--- src/rtl/pc_sequencer.sv ---
// Program-counter register and fetch-sequencing FSM. Drives the next-PC mux
// select, registers the mux result as the PC, and counts run cycles/retires.
module pc_sequencer #(
   parameter int             PW         = 8,
   parameter int             CW         = 16,
   parameter logic [PW-1:0]  START_ADDR = '0
) (
   input  logic          i_Clk,
   input  logic          i_Reset,
   input  logic          i_Start,
   input  logic          i_Stall,
   input  logic          i_Branch,
   input  logic          i_Cond,
   input  logic          i_Jump,
   input  logic          i_Halt,
   input  logic [PW-1:0] i_NextPc,
   output logic [1:0]    o_PcSel,
   output logic [PW-1:0] o_Pc,
   output logic          o_Busy,
   output logic          o_Done,
   output logic [CW-1:0] o_Cycles,
   output logic [CW-1:0] o_InstCount
);

   typedef enum logic [1:0] {IDLE = 2'd0, RUN = 2'd1, DONE = 2'd2} state_t;

   localparam logic [1:0] SEL_SEQ  = 2'b00;
   localparam logic [1:0] SEL_BR   = 2'b01;
   localparam logic [1:0] SEL_JMP  = 2'b10;
   localparam logic [1:0] SEL_HOLD = 2'b11;

   state_t state, state_nxt;

   logic run_adv;
   logic run_retire;
   logic cyc_sat;
   logic ins_sat;

   always_ff @(posedge i_Clk or posedge i_Reset) begin
      if (i_Reset) state <= IDLE;
      else         state <= state_nxt;
   end

   always_comb begin
      state_nxt = state;
      case (state)
         IDLE:    if (i_Start) state_nxt = RUN;
         RUN:     if (i_Halt)  state_nxt = DONE;
         DONE:    state_nxt = IDLE;
         default: state_nxt = IDLE;
      endcase
   end

   // Select priority in RUN: halt, stall, jump, taken branch, sequential.
   always_comb begin
      o_PcSel = SEL_HOLD;
      o_Busy  = (state == RUN);
      o_Done  = (state == DONE);
      if (state == RUN) begin
         if (i_Halt || i_Stall)      o_PcSel = SEL_HOLD;
         else if (i_Jump)            o_PcSel = SEL_JMP;
         else if (i_Branch && i_Cond) o_PcSel = SEL_BR;
         else                        o_PcSel = SEL_SEQ;
      end
   end

   assign run_adv    = (state == RUN) && !i_Halt && !i_Stall;
   assign run_retire = (state == RUN) && (i_Halt || !i_Stall);
   assign cyc_sat    = &o_Cycles;
   assign ins_sat    = &o_InstCount;

   always_ff @(posedge i_Clk or posedge i_Reset) begin
      if (i_Reset) begin
         o_Pc        <= '0;
         o_Cycles    <= '0;
         o_InstCount <= '0;
      end else if (state == IDLE) begin
         if (i_Start) begin
            o_Pc        <= START_ADDR;
            o_Cycles    <= '0;
            o_InstCount <= '0;
         end
      end else if (state == RUN) begin
         if (run_adv)                o_Pc        <= i_NextPc;
         if (!cyc_sat)               o_Cycles    <= o_Cycles + 1'b1;
         if (run_retire && !ins_sat) o_InstCount <= o_InstCount + 1'b1;
      end
   end

endmodule

--- config.mk ---
export PLATFORM = sky130hd
export DESIGN_NAME = pc_sequencer
export DESIGN_NICKNAME = d
export VERILOG_FILES = /design/src/rtl/pc_sequencer.sv
export SDC_FILE = /design/constraint.sdc
export NUM_CORES = 1
export LEC_CHECK = 0
export CAP_MARGIN = 20
export CORE_MARGIN = 3
export CORE_UTILIZATION = 30
export CTS_CLUSTER_SIZE = 20
export DETAILED_ROUTE_END_ITERATION = 12
export HOLD_SLACK_MARGIN = 0.05
export PLACE_DENSITY_LB_ADDON = 0.15
export SKIP_CTS_REPAIR_TIMING = 1
export SLEW_MARGIN = 25
export SYNTH_ARGS = -nofsm -noshare
export SYNTH_HDL_FRONTEND = slang
export SYNTH_SLANG_ARGS = --single-unit
export TNS_END_PERCENT = 10
--- constraint.sdc ---
create_clock -name i_Clk -period 4.15 [get_ports i_Clk]
set_clock_uncertainty 0.15 [all_clocks]
set_input_delay 0.415 -clock i_Clk [delete_from_list [all_inputs] [get_ports i_Clk]]
set_output_delay 0.415 -clock i_Clk [all_outputs]
set_load 0.05 [all_outputs]
==> summary by stage <==
Run status
The run finished with clean final reports.

Floorplanning
The placeable core region is 7447 sq um. The vertical die dimension is 94.64 um. The initial standard-cell utilization of the core is 31.65%.

The die width is 94.64 um. The number of primary I/O pins is 60. The number of placement rows is 31. The die covers 8957 sq um.

Worst setup path
The required time of the worst setup path is 3590 ps. The arrival time at the worst endpoint is 2260 ps. The kind of critical path is flop to output pin.

The type of element capturing the critical path is an output pin. The critical path startpoint category is a flop. In this run the worst path has a maximum fanout of 18.

The reg2reg setup slack is 2080 ps.

Placed design
Summed over all nets, the half-perimeter wirelength after detailed placement is 4370 um. The placed instance area is 3050 sq um. The number of instances in the placed design is 404.

Routability-driven placement finished with a final weighted congestion of 0.8182. The count of buffers from port buffering is 59. The worst slack at placement is 1439 ps.

Global route
The pin count of the biggest net entering global routing is 28. For this run the aggregate overflow at the end of global routing stands at 0. The total track usage is 14.65%. The initial antenna violation count is 0. The via count of the first global-routing pass is 2079. The first global-routing pass estimated 10360 um of wire.

Final layout
The net count of the finished layout is 330. The number of antenna diodes in the final layout is 0. The share of cells above drive strength 1 is 6.390%. The area of all placed cells without fillers is 3142 sq um.

Compared with the post-synthesis result, the final layout area differs by 33.28%. After filler insertion, the fill cell instance count of the layout stands at 758. After the flow finishes, the layout carries non-filler instances totaling 412.

Timing
The final setup violation count is 0. Counting I/O delays and the setup requirement, the final critical path takes 2825 ps. Timing would allow up to 354.0 MHz.

The number of max-slew violations in the final report is 0. The post-route worst hold slack is 348.6 ps. The transition time of the tightest slew-check pin is 764.0 ps. The final hold violation count is 0. The final worst-path setup slack is 1325 ps. Setup repair after global routing left no endpoint under its margin. The relative slew slack is 48.88%.

Summed over all failing endpoints, the final setup total negative slack is 0 ps. The worst path uses 68.06% of the clock period.

Synth
Of the synthesized area, sequential elements account for 44.59%. When the netlist entered floorplanning its net count stood at 270. The area share of the largest cell type after synthesis is 44.59%. The most used flip-flop cell after synthesis is sky130_fd_sc_hd__dfrtp_1. In the synthesized netlist the async set-or-reset flop fraction comes to 100.0%. The synthesized design contains 42 register bits. The warning count from the yosys run is 0. The synthesized netlist contains 55 unique library cells. Yosys mapped a number of flops with a built-in enable equal to 0. The largest total area in the synthesized netlist belongs to sky130_fd_sc_hd__dfrtp_1.

After synthesis, the cell types taking the most area are sky130_fd_sc_hd__dfrtp_1 45%, sky130_fd_sc_hd__nand2_1 6.7%, sky130_fd_sc_hd__mux2i_1 4.2%. The total standard cell area after synthesis is 2357 sq um. After synthesis, the mean cell area works out to 9.354 sq um. The cell count after synthesis is 252. In the synthesized netlist, the cells that appear most often are 42 x sky130_fd_sc_hd__dfrtp_1, 42 x sky130_fd_sc_hd__nand2_1, 19 x sky130_fd_sc_hd__o21ai_0.

CTS
The CTS H-tree depth is 2. The clock buffer count from CTS is 5. The total number of clock tree sinks is 42. The number of buffers on the longest clock path is 2. Clock-pin slew was measured on the worst setup and hold paths at 80 ps. The clock latency reported for the late side of the worst-skew pair is 300 ps. The tree is rooted in a sky130_fd_sc_hd__clkbuf_8. The TritonCTS clock tree is done.

Routing
The count of nets left with antenna violations once routing finished came out at 0. In the routed layout, each cell is associated on average with a via count of 5.250. In the final routed layout, each cell accounts on average for 14.97 um. For this block, the initial DRC count from the detailed router was 111.

The number of search-and-repair iterations in the first detailed-routing pass is 4. For this block, the routed nets add up to 6168 um of wire. For this block, the via count after detailed routing is 2163.

After detailed routing, the number of remaining DRC violations is 0.

Pwr
Summed over all cells, the static leakage comes to 1.271 nW. Dividing total power by cell area gives a power density of 438.1 nW/um^2. The peak supply drop is 0.2304 mV.

Flow run
The reported max-cap violation count is 0.

Hold path
The worst hold path belongs to the class input port to asynchronous set/reset pin.
## power breakdown
group / total, mW / switching [mW] / internal (mW)
logic: 0.569 / 0.385 / 0.184
registers: 0.533 / 0.0698 / 0.463
clock network: 0.275 / 0.140 / 0.134
total: 1.38 / 0.595 / 0.782
## layer usage
metal	share of wire, %	global-route usage [%]	vias to the layer above
li1	-	-	1067
met5	0	0	-
met3	6.6	4.861	6
met4	1.0	4.207	0
met2	43	21.02	58
met1	49	20.84	1032
## layout make-up
class	instances	area (sq um)	share of cell area, %
clock buffer	7	86.33	2.748
sequential	42	1051	33.45
clock inverter	1	5.005	0.1593
multi-input combinational	186	1191	37.91
tap	99	123.9	3.943
inverter	11	41.29	1.314
timing repair buffer	66	643.1	20.47
## flip-flops by register name (all words and copies together), names as in the netlist
name         cells
state            2
o_Pc             8
o_InstCount     16
o_Cycles        16
## kinds of logic after synthesis
kind of cell	after synthesis	synth area share, %
AO/OA/AOI/OAI	66	20.49
flip-flops	42	44.59
buffers and inverters	24	4.883
adder cells (fa/ha/maj)	2	1.061
multiplexers	10	4.246
AND/OR/NAND/NOR	108	24.74
## path summary, 6_finish.rpt
| check | start | end | cells after the start |
|---|---|---|---|
| setup / recovery | state[1] | o_PcSel[0] | 5 |
| hold / removal | i_Reset | o_Pc[1] | 2 |
| setup reg to reg | state[0] | o_InstCount[2] | 5 |
| hold reg to reg | o_Pc[4] | o_Pc[4] | 2 |
| max in group asynchronous | i_Reset | o_Cycles[12] | 3 |
| min in group i_Clk | o_Pc[4] | o_Pc[4] | 2 |
## worst max-delay path, cell delays in order, from the launching register on
cell and delay, ps:
sky130_fd_sc_hd__dfrtp_1 410, sky130_fd_sc_hd__nand2b_1 340, sky130_fd_sc_hd__nor3_2 180, sky130_fd_sc_hd__buf_4 220
sky130_fd_sc_hd__o21ai_0 110, sky130_fd_sc_hd__clkdlybuf4s50_1 710
## layout by cell type, fill, tap and decap left out, types with 2 or more instances in the layout
cell,instances
sky130_fd_sc_hd__o221ai_1,3
sky130_fd_sc_hd__inv_1,10
sky130_fd_sc_hd__o211ai_1,2
sky130_fd_sc_hd__o31ai_1,13
sky130_fd_sc_hd__a31oi_1,2
sky130_fd_sc_hd__nand2_1,42
sky130_fd_sc_hd__nor4_1,3
sky130_fd_sc_hd__a41oi_1,2
sky130_fd_sc_hd__and2_1,6
sky130_fd_sc_hd__and3_1,5
sky130_fd_sc_hd__buf_4,7
sky130_fd_sc_hd__nor3_1,4
sky130_fd_sc_hd__nand3_1,9
sky130_fd_sc_hd__nand4_1,12
sky130_fd_sc_hd__mux2i_1,10
sky130_fd_sc_hd__a21oi_1,2
sky130_fd_sc_hd__nand2b_1,4
sky130_fd_sc_hd__clkbuf_8,6
sky130_fd_sc_hd__and4_1,3
sky130_fd_sc_hd__nor2_1,6
sky130_fd_sc_hd__o31a_1,2
sky130_fd_sc_hd__or4b_1,2
sky130_fd_sc_hd__o21ai_1,2
sky130_fd_sc_hd__or4_1,2
sky130_fd_sc_hd__o2111ai_1,3
sky130_fd_sc_hd__o21ai_0,19
sky130_fd_sc_hd__a211oi_1,2
sky130_fd_sc_hd__ha_1,2
sky130_fd_sc_hd__clkdlybuf4s50_1,59
sky130_fd_sc_hd__dfrtp_1,42
## through the flow
stage / power, mW / utilization (%)
6_report: 1.377 / 42.19
5_1_grt: 1.469 / 42.19
4_1_cts: 1.394 / 42.19
3_5_place_dp: 1.113 / 40.96
3_3_place_gp: 1.111 / 40.96
2_1_floorplan: 0.9194 / -
Power figures use the tool's default switching activity.
